**config.mk**
```make
export PLATFORM = sky130hd
export DESIGN_NAME = fp16_divider_flat
export DESIGN_NICKNAME = d
export VERILOG_FILES = /design/src/rtl/fp16_divider_if.sv /design/src/rtl/fp16_divider.sv /design/src/flat_wrapper.sv
export SDC_FILE = /design/constraint.sdc
export NUM_CORES = 1
export LEC_CHECK = 0
export BUFFER_PORTS_ARGS = -buffer_cell sky130_fd_sc_hd__buf_2
export CORE_MARGIN = 2
export CORE_UTILIZATION = 40
export DETAILED_ROUTE_END_ITERATION = 10
export GPL_TIMING_DRIVEN = 0
export SKIP_LAST_GASP = 1
export SLEW_MARGIN = 20
export SYNTH_ARGS = -nofsm -noshare
export SYNTH_HDL_FRONTEND = slang
export SYNTH_SLANG_ARGS = --single-unit
```
**constraint.sdc**
```tcl
create_clock -name i_clk -period 5.7 [get_ports i_clk]
set_input_delay 1.14 -clock i_clk [delete_from_list [all_inputs] [get_ports i_clk]]
set_output_delay 1.14 -clock i_clk [all_outputs]
set_load 0.01 [all_outputs]
```
**src/rtl/fp16_divider_if.sv**
```systemverilog
// Operand/result handshake bundle for the iterative FP16 divider.
// The master drives the operands and accepts results; the slave is the divider.
interface fp16_divider_if #(
  parameter int unsigned DWIDTH = 16
) ();
  logic              in_valid;
  logic              in_ready;
  logic [DWIDTH-1:0] a;
  logic [DWIDTH-1:0] b;
  logic              out_valid;
  logic              out_ready;
  logic [DWIDTH-1:0] result;
  logic [4:0]        flags;

  modport master (
    output in_valid, a, b, out_ready,
    input  in_ready, out_valid, result, flags
  );

  modport slave (
    input  in_valid, a, b, out_ready,
    output in_ready, out_valid, result, flags
  );
endinterface

```
**src/rtl/fp16_divider.sv**
```systemverilog
// Iterative binary16 divider: result = a / b.
// Radix-2 restoring mantissa division (one quotient bit per cycle), then
// round-to-nearest-even. Special operands are resolved up front and carried
// through the same fixed-length pipeline so latency never depends on data.
// Flags: [4] invalid, [3] divide-by-zero, [2] overflow, [1] underflow, [0] inexact.
module fp16_divider #(
  parameter int unsigned EXPONENT = 5,
  parameter int unsigned MANTISSA = 10,
  parameter int unsigned BIAS     = 15,
  parameter int unsigned DWIDTH   = 1 + EXPONENT + MANTISSA
) (
  input  logic          i_clk,
  input  logic          i_rst,
  fp16_divider_if.slave io_div
);

  localparam int unsigned MW = MANTISSA + 1;  // mantissa with hidden bit
  localparam int unsigned RW = MANTISSA + 2;  // partial remainder
  localparam int unsigned QW = MANTISSA + 3;  // quotient bits produced
  localparam int unsigned EW = EXPONENT + 2;  // signed exponent working width
  localparam int unsigned CW = $clog2(QW);
  localparam logic [EW-1:0] ExpMax  = EW'((1 << EXPONENT) - 1);
  localparam logic [EW-1:0] ExpBias = EW'(BIAS);

  typedef enum logic [2:0] {StIdle, StUnpack, StDivide, StRound, StDone} state_e;

  state_e r_state, w_state_next;

  logic [DWIDTH-1:0] r_a, r_b;
  logic              r_sign;
  logic              r_special;
  logic [DWIDTH-1:0] r_spec_res;
  logic [4:0]        r_spec_flags;
  logic [MW-1:0]     r_mb;
  logic [RW-1:0]     r_rem;
  logic [QW-1:0]     r_q;
  logic [CW-1:0]     r_cnt;
  logic [EW-1:0]     r_exp;
  logic [DWIDTH-1:0] r_result;
  logic [4:0]        r_flags;

  logic w_in_fire;
  assign w_in_fire = io_div.in_valid && (r_state == StIdle);

  assign io_div.in_ready  = (r_state == StIdle);
  assign io_div.out_valid = (r_state == StDone);
  assign io_div.result    = r_result;
  assign io_div.flags     = r_flags;

  // Operand field extraction and classification (subnormals read as zero).
  logic [EXPONENT-1:0] w_ea, w_eb;
  logic [MANTISSA-1:0] w_fa, w_fb;
  logic w_a_zero, w_a_inf, w_a_nan, w_b_zero, w_b_inf, w_b_nan, w_sign;

  assign w_ea     = r_a[DWIDTH-2 -: EXPONENT];
  assign w_eb     = r_b[DWIDTH-2 -: EXPONENT];
  assign w_fa     = r_a[MANTISSA-1:0];
  assign w_fb     = r_b[MANTISSA-1:0];
  assign w_a_zero = (w_ea == '0);
  assign w_b_zero = (w_eb == '0);
  assign w_a_inf  = (&w_ea) && (w_fa == '0);
  assign w_b_inf  = (&w_eb) && (w_fb == '0);
  assign w_a_nan  = (&w_ea) && (w_fa != '0);
  assign w_b_nan  = (&w_eb) && (w_fb != '0);
  assign w_sign   = r_a[DWIDTH-1] ^ r_b[DWIDTH-1];

  logic [DWIDTH-1:0] w_qnan, w_inf, w_zero;
  assign w_qnan = {1'b0, {EXPONENT{1'b1}}, 1'b1, {(MANTISSA-1){1'b0}}};
  assign w_inf  = {w_sign, {EXPONENT{1'b1}}, {MANTISSA{1'b0}}};
  assign w_zero = {w_sign, {(DWIDTH-1){1'b0}}};

  logic [EW-1:0] w_exp_diff;
  assign w_exp_diff = {2'b00, w_ea} - {2'b00, w_eb} + ExpBias;

  // Special-operand resolution; Inf/0 is Inf/finite, so Inf on a is tested first.
  logic              w_spec;
  logic [DWIDTH-1:0] w_spec_res;
  logic [4:0]        w_spec_flags;
  always_comb begin
    w_spec       = 1'b1;
    w_spec_res   = '0;
    w_spec_flags = '0;
    if (w_a_nan || w_b_nan || (w_a_zero && w_b_zero) || (w_a_inf && w_b_inf)) begin
      w_spec_res   = w_qnan;
      w_spec_flags = 5'b10000;
    end else if (w_a_inf) begin
      w_spec_res = w_inf;
    end else if (w_b_zero) begin
      w_spec_res   = w_inf;
      w_spec_flags = 5'b01000;
    end else if (w_b_inf || w_a_zero) begin
      w_spec_res = w_zero;
    end else begin
      w_spec = 1'b0;
    end
  end

  // One restoring step: compare, conditionally subtract, shift.
  logic          w_qbit;
  logic [RW-1:0] w_rem_sub, w_rem_next;
  assign w_qbit     = (r_rem >= {1'b0, r_mb});
  assign w_rem_sub  = w_qbit ? (r_rem - {1'b0, r_mb}) : r_rem;
  assign w_rem_next = w_rem_sub << 1;

  // Normalise, round to nearest even and range-check the finished quotient.
  logic                w_q_hi, w_guard, w_sticky, w_inc, w_inexact, w_ovf, w_unf;
  logic [MANTISSA-1:0] w_mant_pre, w_mant_rnd;
  logic [MANTISSA:0]   w_mant_sum;
  logic [EW-1:0]       w_exp_pre, w_exp_rnd;
  logic [DWIDTH-1:0]   w_rnd_res;
  logic [4:0]          w_rnd_flags;
  always_comb begin
    w_q_hi     = r_q[QW-1];
    w_mant_pre = w_q_hi ? r_q[QW-2:2] : r_q[QW-3:1];
    w_guard    = w_q_hi ? r_q[1] : r_q[0];
    w_sticky   = (w_q_hi && r_q[0]) || (r_rem != '0);
    w_exp_pre  = w_q_hi ? r_exp : (r_exp - {{(EW-1){1'b0}}, 1'b1});
    w_inc      = w_guard && (w_sticky || w_mant_pre[0]);
    w_mant_sum = {1'b0, w_mant_pre} + {{MANTISSA{1'b0}}, w_inc};
    // A carry out leaves the low bits at zero, which is the wrapped mantissa.
    w_mant_rnd = w_mant_sum[MANTISSA-1:0];
    w_exp_rnd  = w_exp_pre + {{(EW-1){1'b0}}, w_mant_sum[MANTISSA]};
    w_inexact  = w_guard || w_sticky;
    w_ovf      = !w_exp_rnd[EW-1] && (w_exp_rnd >= ExpMax);
    w_unf      = w_exp_rnd[EW-1] || (w_exp_rnd == '0);
    w_rnd_res   = {r_sign, w_exp_rnd[EXPONENT-1:0], w_mant_rnd};
    w_rnd_flags = {4'b0000, w_inexact};
    if (w_ovf) begin
      w_rnd_res   = {r_sign, {EXPONENT{1'b1}}, {MANTISSA{1'b0}}};
      w_rnd_flags = 5'b00101;
    end else if (w_unf) begin
      w_rnd_res   = {r_sign, {(DWIDTH-1){1'b0}}};
      w_rnd_flags = 5'b00011;
    end
  end

  // FSM state register.
  always_ff @(posedge i_clk) begin
    if (i_rst) r_state <= StIdle;
    else       r_state <= w_state_next;
  end

  // FSM next-state: fixed-length walk from UNPACK to DONE for every operand class.
  always_comb begin
    w_state_next = r_state;
    unique case (r_state)
      StIdle:   if (w_in_fire) w_state_next = StUnpack;
      StUnpack: w_state_next = StDivide;
      StDivide: if (r_cnt == '0) w_state_next = StRound;
      StRound:  w_state_next = StDone;
      StDone:   if (io_div.out_ready) w_state_next = StIdle;
      default:  w_state_next = StIdle;
    endcase
  end

  // Datapath registers, advanced per state.
  always_ff @(posedge i_clk) begin
    if (i_rst) begin
      r_a          <= '0;
      r_b          <= '0;
      r_sign       <= 1'b0;
      r_special    <= 1'b0;
      r_spec_res   <= '0;
      r_spec_flags <= '0;
      r_mb         <= '0;
      r_rem        <= '0;
      r_q          <= '0;
      r_cnt        <= '0;
      r_exp        <= '0;
      r_result     <= '0;
      r_flags      <= '0;
    end else begin
      unique case (r_state)
        StIdle: begin
          if (w_in_fire) begin
            r_a <= io_div.a;
            r_b <= io_div.b;
          end
        end
        StUnpack: begin
          r_sign       <= w_sign;
          r_special    <= w_spec;
          r_spec_res   <= w_spec_res;
          r_spec_flags <= w_spec_flags;
          r_mb         <= {1'b1, w_fb};
          r_rem        <= {2'b01, w_fa};
          r_q          <= '0;
          r_cnt        <= CW'(QW - 1);
          r_exp        <= w_exp_diff;
        end
        StDivide: begin
          r_rem <= w_rem_next;
          r_q   <= {r_q[QW-2:0], w_qbit};
          r_cnt <= r_cnt - 1'b1;
        end
        StRound: begin
          r_result <= r_special ? r_spec_res : w_rnd_res;
          r_flags  <= r_special ? r_spec_flags : w_rnd_flags;
        end
        default: ;
      endcase
    end
  end

endmodule

```
**src/flat_wrapper.sv**
```systemverilog
// flat-port wrapper written by rule: the top's interface ports become plain ports
module fp16_divider_flat 
#(
  parameter int unsigned EXPONENT = 5,
  parameter int unsigned MANTISSA = 10,
  parameter int unsigned BIAS     = 15,
  parameter int unsigned DWIDTH   = 1 + EXPONENT + MANTISSA
)
  (i_clk, i_rst, io_div_in_valid, io_div_a, io_div_b, io_div_out_ready, io_div_in_ready, io_div_out_valid, io_div_result, io_div_flags);
  fp16_divider_if #(.DWIDTH(DWIDTH)) io_div_i ();
  input  logic i_clk;
  input  logic i_rst;
  input wire logic [$bits(io_div_i.in_valid)-1:0] io_div_in_valid;
  input wire logic [$bits(io_div_i.a)-1:0] io_div_a;
  input wire logic [$bits(io_div_i.b)-1:0] io_div_b;
  input wire logic [$bits(io_div_i.out_ready)-1:0] io_div_out_ready;
  output wire logic [$bits(io_div_i.in_ready)-1:0] io_div_in_ready;
  output wire logic [$bits(io_div_i.out_valid)-1:0] io_div_out_valid;
  output wire logic [$bits(io_div_i.result)-1:0] io_div_result;
  output wire logic [$bits(io_div_i.flags)-1:0] io_div_flags;
  assign io_div_i.in_valid = io_div_in_valid;
  assign io_div_i.a = io_div_a;
  assign io_div_i.b = io_div_b;
  assign io_div_i.out_ready = io_div_out_ready;
  assign io_div_in_ready = io_div_i.in_ready;
  assign io_div_out_valid = io_div_i.out_valid;
  assign io_div_result = io_div_i.result;
  assign io_div_flags = io_div_i.flags;
  fp16_divider #(.EXPONENT(EXPONENT), .MANTISSA(MANTISSA), .BIAS(BIAS), .DWIDTH(DWIDTH)) u_core (.i_clk(i_clk), .i_rst(i_rst), .io_div(io_div_i));
endmodule
```
* Yosys cells after proc, flatten, opt, wreduce, memory -nomap -nowiden *
Cells that the tools add are included.

word-level totals
  register bits = 126
  input port bits = 36
  output and inout port bits = 23
  word-level logic and storage cells = 93

cells by class
  add/subtract/negate cells = 7
  magnitude comparators = 2
  eq/ne operators = 7
  muxes and demuxes = 28
  bitwise logic cells = 1
  reduce and logical (&&, ||, !) cells = 34

operators with widths
  kind                 number
  $mux 16              5
  $mux 15              2
  $pmux 13 s2          1
  $pmux 12 s2          1
  $logic_not 10->1     2
  $mux 5               4
  $reduce_bool 10->1   2
  $pmux 3 s5           1
  $ge 12x11->1         1
  $reduce_bool 12->1   1
  $add 10x1->11        1
  $mux 11              1
  $sub 11x11->11       1
  $logic_and 1x1->1    10
  $logic_not 5->1      2
  $mux 10              1
  $reduce_and 5->1     2
  $mux 3               3
  $logic_or 1x1->1     8
  $pmux 4 s2           1
  $add 7x1->7          1
  $add 7x4->7 const B  1
  $ge 7x5->1 const B   1
  $logic_not 7->1      1
  19 further kinds     25

* Logic depth before layout (Yosys ltp) *
Gate-level depths: netlist of the first run.

  word-level depth = 11
  depth in mapped cells = 19
  depth with buffers taken out = 17

* Least setup slack after synthesis of the first run *
OpenSTA, ideal clock, no wires.

  kind = register -> register
  from = register u_core.r_q[12]
  to = register u_core.r_result[0], in the netlist u_core.io_div.result[0]
  setup time = 0.062 ns
  arrival = 4.243 ns
  data required time = 5.638 ns
  slack = 1.395 ns
  cell stages (with the launch flop) = 19
  path buffers = 2
  clock period less this slack = 4.305 ns
  cells stage by stage = dfxtp_1 clkbuf_1 clkbuf_1 nand2_1 a21boi_0 ha_1 nand3_1 nor2_1 nand2_1 nor3b_1 and3_1 ha_1 ha_1 xnor3_1 and3_1 o211ai_1 mux2i_1 nor4b_4 a32o_1

between the ends
  word-level cells in the longest chain between the ends = 11

ends and longest elaborated chain
  element                                                                line                 text
  start, declared                                                        fp16_divider.sv:36   logic [QW-1:0] r_q;
  start signal, assigned                                                 fp16_divider.sv:193  r_q <= {r_q[QW-2:0], w_qbit};
  parallel branches: the longest is 9 deep, another holds $add 10x1->11  n/a
  $mux 15 (*)                                                            fp16_divider.sv:128  if (w_ovf) begin
  $mux 16 (*)                                                            fp16_divider.sv:197  r_result <= r_special ? r_spec_res : w_rnd_res;
  end signal, assigned                                                   fp16_divider.sv:197
  end, declared                                                          fp16_divider.sv:39   logic [DWIDTH-1:0] r_result;

Every way passes the cells marked *.
A chain may end at the register's enable or synchronous reset.

* Final worst setup path of the first run *
Same ends and word-level chain as after synthesis.

==> reports/results.txt, run 1 <==
The number of global-route vias before repair is 5148, and the via-per-instance ratio is 5.484. The post-detailed-routing wire length was 15520 um; the number of distinct library cells after synthesis was 66. The average cell area after synthesis works out to 8.135 um2. The element type at the critical path start is a flip-flop. STA classifies the critical path endpoint as a flip-flop. In this design, the critical path's most frequently occurring cell is ha_1.

Cells with a size suffix above 1 make up 11.72% of the layout. The number of DRC markers after the initial detailed-route iteration is 289, and the final period demand of the worst path is 5.208 ns. The number of rows created at floorplan came out at 44. Static leakage power: 2.484 nW. Buffers placed on the I/O ports in this run total 58. The tools report the largest clock skew in the final design as 0.005567 ns. The vertical die dimension is 124.4 um. The filler cells instantiated in the layout total 1429. The tree built by TritonCTS fans out to 109 sinks. The data arrival time at the worst-slack endpoint was 5.51 ns. The run gives 5 as the detailed-router iteration count before antenna repair. Setup repair after global routing left no endpoint under its margin. The synthesized flop and latch total works out to 109. The initial utilization of the core area, before any placement, comes to 40.37%.

Counting flops with a built-in enable in the synthesized netlist gives 0. Counting along the longest clock path gives a buffer depth of 2. The repair_antennas step left the layout with diodes totalling 0.

The required arrival time at the worst endpoint came out at 6.00 ns. The H-tree was split into 3 levels. The post-synthesis async set-or-reset flop share works out to 0%.

TritonCTS built the clock tree. The I/O pin count was 59. Timing would allow up to 192.0 MHz. In the final timing run, aggregate negative setup slack is 0 ns. The number of vias after detailed routing was 5314. Number of antenna violations at the first check in global routing: 0. The detail route stage leaves a number of antenna-violating nets equal to 0. The synthesized netlist occupies a cell area of 0.005801 mm2.

After the last flow step, the layout net total stands at 842. In the final layout, the multi-input gates occupy 0.003334 mm2. At the later pin of the worst-skew pair, clock insertion delay measures 0.36 ns. The signal on the critical path passes through clkbuf_1 > clkbuf_2 > nand2_1 > a21boi_0 > ha_1 > nand3_1 > nor2_1 > nand2_1 > nor3b_1 > and3_1 > ha_1 > ha_1 > xnor3_1 > and3_1 > o211ai_1 > mux2i_1 > nor4b_4 > a32o_1.

The tools report the hold violation count in the final report as 0. The horizontal die dimension was 124.4 um; the worst-path maximum fanout was 10. Max-capacitance violation count: 0. The critical path contains buffers and inverters numbering 2 combined.

The number of standard cells after synthesis is 713. The total number of yosys warnings is 0, and the number of buffers created by CTS is 9. The per-cell routed wire length came out at 16.02 um. Power spread over the standard cell area amounts to 359.5 mW/mm2.

The top cell family by delay on the critical path was simple AND/OR/NAND/NOR gates. The tools report the HPWL after detailed placement as 11850 um. The slowest cell on the critical path was nor4b_4. The global-route total usage across every layer is 20.52%, and the register area is 0.002182 mm2.

The run finished with clean final reports. The worst voltage drop across the vdd grid was 0.0001891 V; the normalized max-slew margin was 49.80%. The run gives 0.01437 mm2 as the area of the core. Setup violations remaining at the end of the flow were counted as 0. The number of nets handed over by synthesis was 773.

The type of the worst setup path was flip-flop to flip-flop. The total global routing overflow is 0, and the layout overhead on the synthesized area is 14.39%. Number of buffers added for setup after CTS: 0. The post-route clock period utilization is 91.36%, and the post-detailed-route DRC marker count is 0. Entering global routing, the biggest net connects 17 pins. The root buffer selected by CTS is clkbuf_16. The core occupancy in the finished layout is 46.18%. The congestion estimate from routability-driven global placement came to 0.8809.

The die covers 0.01548 mm2. In this design, the stage delay of the slowest critical-path cell is 0.65 ns. The number of slew-limit violations in the final report came out at 0.

The worst hold path class is flip-flop to flip-flop. The clock transition at the registers of the reported paths was 0.07 ns; the wire length of the first global-routing pass was 25940 um. The part of the Yosys area used for sequential elements came out at 37.62%. For the pin with the worst max-slew slack, the measured transition is 0.7428 ns.

Top flip-flop cell by instance count after synthesis: dfxtp_1.
-- final cells by class --
class	count	area share, %
Tap cell	184	3.470
Clock inverter	4	1.113
Buffer	46	2.659
Inverter	29	1.641
Multi-Input combinational cell	529	50.25
Sequential cell	109	32.89
Clock buffer	10	3.602
Timing Repair Buffer	58	4.375
-- metal layers --
metal  vias to the layer above  global-route usage [%]  wire length [um]
met5                         -                       0                 0
met2                       123                   33.94              7295
li1                       2683                       -                 -
met1                      2491                   27.06              7350
met4                         0                   6.609               255
met3                        17                   3.866               617
-- stage by stage --
| step | area, um2 | power (mW) | hold slack [ns] | setup WS, ns | cells |
|---|---|---|---|---|---|
| after floorplan | 5801 | 1.518 | 0.4316 | 1.395 | 713 |
| after global placement | 6321 | 1.705 | 0.4425 | 0.4720 | 955 |
| after detailed placement | 6321 | 1.721 | 0.4489 | 0.3520 | 955 |
| after CTS | 6634 | 2.395 | 0.4569 | 0.3178 | 969 |
| after global routing | 6635 | 2.535 | 0.4699 | 0.1532 | 969 |
| final | 6635 | 2.385 | 0.4556 | 0.4924 | 969 |
-- cells in the mapped netlist, drive strengths merged, types with 9 or more instances --
master / n / area, um2
o21ai: 9 / 45.04
a21oi: 75 / 375.4
xor2: 10 / 87.58
a22oi: 24 / 180.2
ha: 22 / 275.3
nor2: 53 / 201.5
xnor2: 15 / 131.4
mux2i: 16 / 163.9
clkbuf: 44 / 165.2
nand3: 20 / 100.1
inv: 29 / 108.9
nand2: 119 / 446.7
nor3: 12 / 60.06
a211oi: 13 / 97.59
dfxtp: 109 / 2182
nor4: 11 / 90.08
-- final timing paths --
| check | startpoint | end | slack, ns | depth (start not counted) |
|---|---|---|---|---|
| min | u_core.r_spec_flags[3]$_SDFFE_PP0P_ | u_core.r_spec_flags[3]$_SDFFE_PP0P_ | 0.46 | 2 |
| max reg2reg | u_core.r_q[12]$_SDFFE_PP0P_ | u_core.io_div.result[0]$_SDFFE_PP0P_ | 0.49 | 18 |
| max | u_core.r_q[12]$_SDFFE_PP0P_ | u_core.io_div.result[0]$_SDFFE_PP0P_ | 0.49 | 18 |
| min reg2reg | u_core.r_spec_flags[3]$_SDFFE_PP0P_ | u_core.r_spec_flags[3]$_SDFFE_PP0P_ | 0.46 | 2 |
-- power breakdown --
| group | internal [mW] | leakage, nW | switching [mW] |
|---|---|---|---|
| Clock | 0.392 | 0.154 | 0.279 |
| Sequential | 0.826 | 0.886 | 0.0548 |
| Combinational | 0.321 | 1.44 | 0.512 |
| Total | 1.54 | 2.48 | 0.846 |
-- worst register-to-register path, cell delays in order (launching register included) --
cell and delay (ns):
dfxtp_1 0.48, clkbuf_1 0.43, clkbuf_2 0.36, nand2_1 0.08
a21boi_0 0.20, ha_1 0.25, nand3_1 0.12, nor2_1 0.16
nand2_1 0.10, nor3b_1 0.31, and3_1 0.23, ha_1 0.19
ha_1 0.35, xnor3_1 0.44, and3_1 0.20, o211ai_1 0.16
mux2i_1 0.17, nor4b_4 0.66, a32o_1 0.26
-- kinds of logic (layout without fill, tap and decap cells) --
logic type / Yosys count / after routing / share of synthesized area [%]
compound gates: 188 / 188 / 21.23
xor+xnor: 26 / 26 / 4.163
fa+ha+maj: 24 / 24 / 5.436
buf+inv: 75 / 147 / 4.896
flops: 109 / 109 / 37.62
mux: 21 / 21 / 3.796
simple gates: 270 / 270 / 22.86
-- timing repair --
item,4_1_cts,5_1_grt
resized for setup,0,2
hold buffers,0,0
setup endpoints to repair,0,9
-- cell usage in the layout, fill, tap and decap left out, types with 20 or more instances in the layout --
cell type / Yosys / layout
dfxtp_1: 109 / 109
buf_2: 2 / 60
ha_1: 22 / 22
a22oi_1: 24 / 24
clkbuf_1: 44 / 43
nand3_1: 20 / 20
inv_1: 29 / 29
nand2_1: 119 / 119
a21oi_1: 75 / 75
nor2_1: 52 / 52
-- flip-flops by register name, indices dropped and copies added, names as in the netlist --
name                  count
u_core.io_div.flags       5
u_core.r_rem             12
u_core.r_mb              11
u_core.r_a               16
u_core.r_cnt              4
u_core.r_exp              7
u_core.r_special          1
u_core.r_q               13
u_core.io_div.result     16
u_core.r_state            3
u_core.r_b               16
u_core.r_sign             1
u_core.r_spec_res         3
u_core.r_spec_flags       1
(Power assumes the default switching activity.)
==> run 2: changes to the inputs <==
- ABC_CLOCK_PERIOD_IN_PS: not set -> 5700
- MAX_ROUTING_LAYER: not set -> met4
==> run 2 against run 1 <==
Effect of this change: critical path depth increased by 1; die area unchanged; sequential share of layout area decreased by 0.15 points; global-route usage increased by 0.077 points; largest cell class unchanged.
==> reports/results.txt, run 2 (synthesized netlist as in run 1, its figures left out) <==
The flow ran to the end, and the final reports show no timing, DRC or antenna violations. The delay of the slowest cell on the worst path works out to 0.53 ns (-0.12 ns). The maximum level of the CTS H-tree came out at 3 (unchanged). The library cells used most frequently in the layout, excluding fill and tap cells, are 119 x nand2_1, 109 x dfxtp_1, 75 x a21oi_1. The number of antenna violations at the first check in global routing was 0 (unchanged).

HPWL after detailed placement: 11790 um (-0.51%). The tools report the number of slew-limit violations in the final report as 0 (unchanged). For the clock latency reported for the late side of the worst-skew pair, the log shows 0.36 ns (about the same). The post-route clock period utilization works out to 93.07% (+1.7 points). The tools report the clock net sink count as 109 (unchanged). Compared with the post-synthesis result, the final layout area differs by 14.93%. The tools report the total global routing overflow as 0 (unchanged). The logs give 0 (unchanged) for the number of buffers added to fix hold violations after cts and 29.0% (+0.8 points) for the clock share of power.

The core occupancy in the finished layout was 46.39% (+0.22 points). The tools report the static leakage power as 2.501 nW (+0.68%). The tools report the floorplan die area as 0.01548 mm2 (unchanged). The horizontal die dimension was 124.4 um (unchanged). The type of the worst setup path was flip-flop to flip-flop. The clock transition at the registers of the reported paths was 0.07 ns (about the same); the deepest clock path buffer count was 2 (unchanged). The run gives 19 (+2) as the pin count of the biggest net entering global routing. Top achievable clock speed: 188.5 MHz (-1.8%). TritonCTS built the clock tree.

Largest clock skew in the final design: 0.007932 ns (+0.002365 ns). The min-delay analysis places its worst path in the category flip-flop to flip-flop. The fraction of power consumed by sequential logic came out at 36.6% (-0.3 points). The most repeated library cell on the critical path is ha_1. Actual transition at the worst max-transition pin: 0.6919 ns (-0.05088 ns). The tools report the normalized max-slew margin as 53.70% (+3.9 points). For the reported net switching power, the log shows 0.8594 mW (+1.6%). The final net count is 844 (+0.24%), and the share of total power in combinational logic is 34.4% (-0.5 points).

For the hold slack, the log shows 0.4556 ns (+0.000004000 ns). The detailed-router iteration count before antenna repair was 5 (unchanged). Worst-path maximum fanout: 10 (unchanged). The post-detailed-routing wire length was 15440 um (-0.51%).

In this run the critical register-to-register path is launched from u_core.r_q[12]$_SDFFE_PP0P_. The starting density of the core was 40.37% (unchanged); the number of vias after detailed routing was 5302 (-0.23%). The weighted congestion at the end of routability-driven global placement was 0.8909 (+1.1%).

The tools report the final antenna-violating net count as 0 (unchanged). The post-route setup TNS was 0 ns (unchanged); the vertical die dimension was 124.4 um (unchanged). The most common cell after layout, fill and taps aside is nand2_1. The logs give 0 (unchanged) for the max-capacitance violation count and 0 (unchanged) for the post-detailed-route DRC marker count.

The number of global-route vias before repair was 4952 (-3.8%). The run gives 20.59% (+0.077 points) as the global-route total usage across every layer. The tools report the kind of end point of the critical path as a flip-flop. For the hold violation count in the final report, the log shows 0 (unchanged). The area of the core came out at 0.01437 mm2 (unchanged). The worst hold path begins at u_core.r_spec_res[15]$_SDFFE_PP0P_. The fraction of final layout cells with drive strength greater than 1 was 12.04% (+0.32 points). The root buffer cell chosen for the clock tree is clkbuf_16. The per-cell routed wire length is 15.87 um (-0.92%). STA classifies the critical path startpoint as a flip-flop. For the number of setup violations in the final report, the log shows 0 (unchanged). The fraction of power spent switching nets was 35.72% (+0.25 points). The run gives 59 (unchanged) as the I/O pin count. The required arrival time at the worst endpoint came out at 5.95 ns (-0.05 ns).

The final period demand of the worst path is 5.305 ns (+0.09726 ns), and the data arrival time at the worst-slack endpoint is 5.56 ns (+0.05 ns). The number of rows created at floorplan is 44 (unchanged). The wire length of the first global-routing pass came out at 25200 um (-2.8%). The port buffer count was 58 (unchanged).

In this run the worst setup path begins at u_core.r_q[12]$_SDFFE_PP0P_. The slowest cell on the critical path was clkbuf_1. The number of buffers created by CTS is 9 (unchanged), and the via-per-instance ratio is 5.449 (-0.64%). The register area is 0.002182 mm2 (unchanged), and the number of DRC markers after the initial detailed-route iteration is 245 (-15%). The cell area power density works out to 360.9 mW/mm2 (+0.41%).

Setup repair after global routing left no endpoint under its margin. The run gives 0.0001874 V (-0.89%) as the worst voltage drop across the vdd grid. Antenna diode count: 0 (unchanged). The tools report the layout filler cell count as 1423 (-0.42%). For the internal power, the log shows 1.547 mW (+0.49%). Walking the worst path, the cells encountered are clkbuf_1 > clkbuf_1 > nand2_1 > a21boi_0 > ha_1 > nand3_1 > nor2_1 > nand2_1 > nor3b_1 > and3_1 > ha_1 > ha_1 > xnor3_1 > or3_1 > o2bb2a_1 > o22ai_2 > nor4b_4 > buf_4 > a32o_1. The area of the multi-input gates came out at 0.003334 mm2 (unchanged).
-- run 2: worst paths after layout --
| path | endpoint | slack (ns) | cells past startpoint |
|---|---|---|---|
| max | u_core.io_div.result[0]$_SDFFE_PP0P_ | 0.40 | 19 |
| min | u_core.r_spec_res[15]$_SDFFE_PP0P_ | 0.46 | 2 |
| max reg2reg | u_core.io_div.result[0]$_SDFFE_PP0P_ | 0.40 | 19 |
| min reg2reg | u_core.r_spec_res[15]$_SDFFE_PP0P_ | 0.46 | 2 |
-- run 2: worst max-delay path, delay by kind of cell (launching register included) --
family                   cells  cell delay, ns
XOR/XNOR                     1            0.44
AO/OA/AOI/OAI                4            0.90
AND/OR/NAND/NOR              8            1.43
flip-flops                   1            0.49
adder cells (fa/ha/maj)      3            0.79
buffers and inverters        3            1.14
-- run 2: layout make-up --
| type | count | share of cell area (%) |
|---|---|---|
| clock inverters | 6 | 1.370 |
| inverters | 29 | 1.633 |
| well taps | 184 | 3.453 |
| plain buffers | 46 | 2.628 |
| clock buffers | 10 | 3.585 |
| flip-flops and latches | 109 | 32.73 |
| multi-input cells | 529 | 50.02 |
| repair buffers | 60 | 4.580 |
-- run 2: timing repair --
item                                    4_1_cts  5_1_grt
setup buffers                                 0        2
gates resized for setup                       0        0
endpoints found under the setup margin        0       10
-- run 2: layer usage --
metal	up-vias	part of all wire (%)	track usage, %
li1	2682	-	-
met1	2490	47	26.90
met2	113	47	32.75
met3	17	4.7	4.596
met4	0	1.2	4.693
met5	-	0	-
-- run 2: per-stage QoR --
stage	instances	setup slack, ns	cell area [um2]	total power, mW
floorplan	713	1.395	5801	1.518
global placement	955	0.4646	6321	1.704
detailed placement	955	0.3624	6321	1.719
CTS	971	0.3081	6651	2.419
global route	973	0.1009	6666	2.564
finish	973	0.3951	6666	2.406
-- run 2: power groups by stage --
| stage | combinational (mW) | sequential, mW | clock (mW) |
|---|---|---|---|
| after detailed placement | 0.822 | 0.897 | 0 |
| after CTS | 0.827 | 0.879 | 0.712 |
| final | 0.828 | 0.880 | 0.698 |
| after floorplan | 0.636 | 0.882 | 0 |
| after global routing | 0.928 | 0.888 | 0.748 |
| after global placement | 0.810 | 0.895 | 0 |
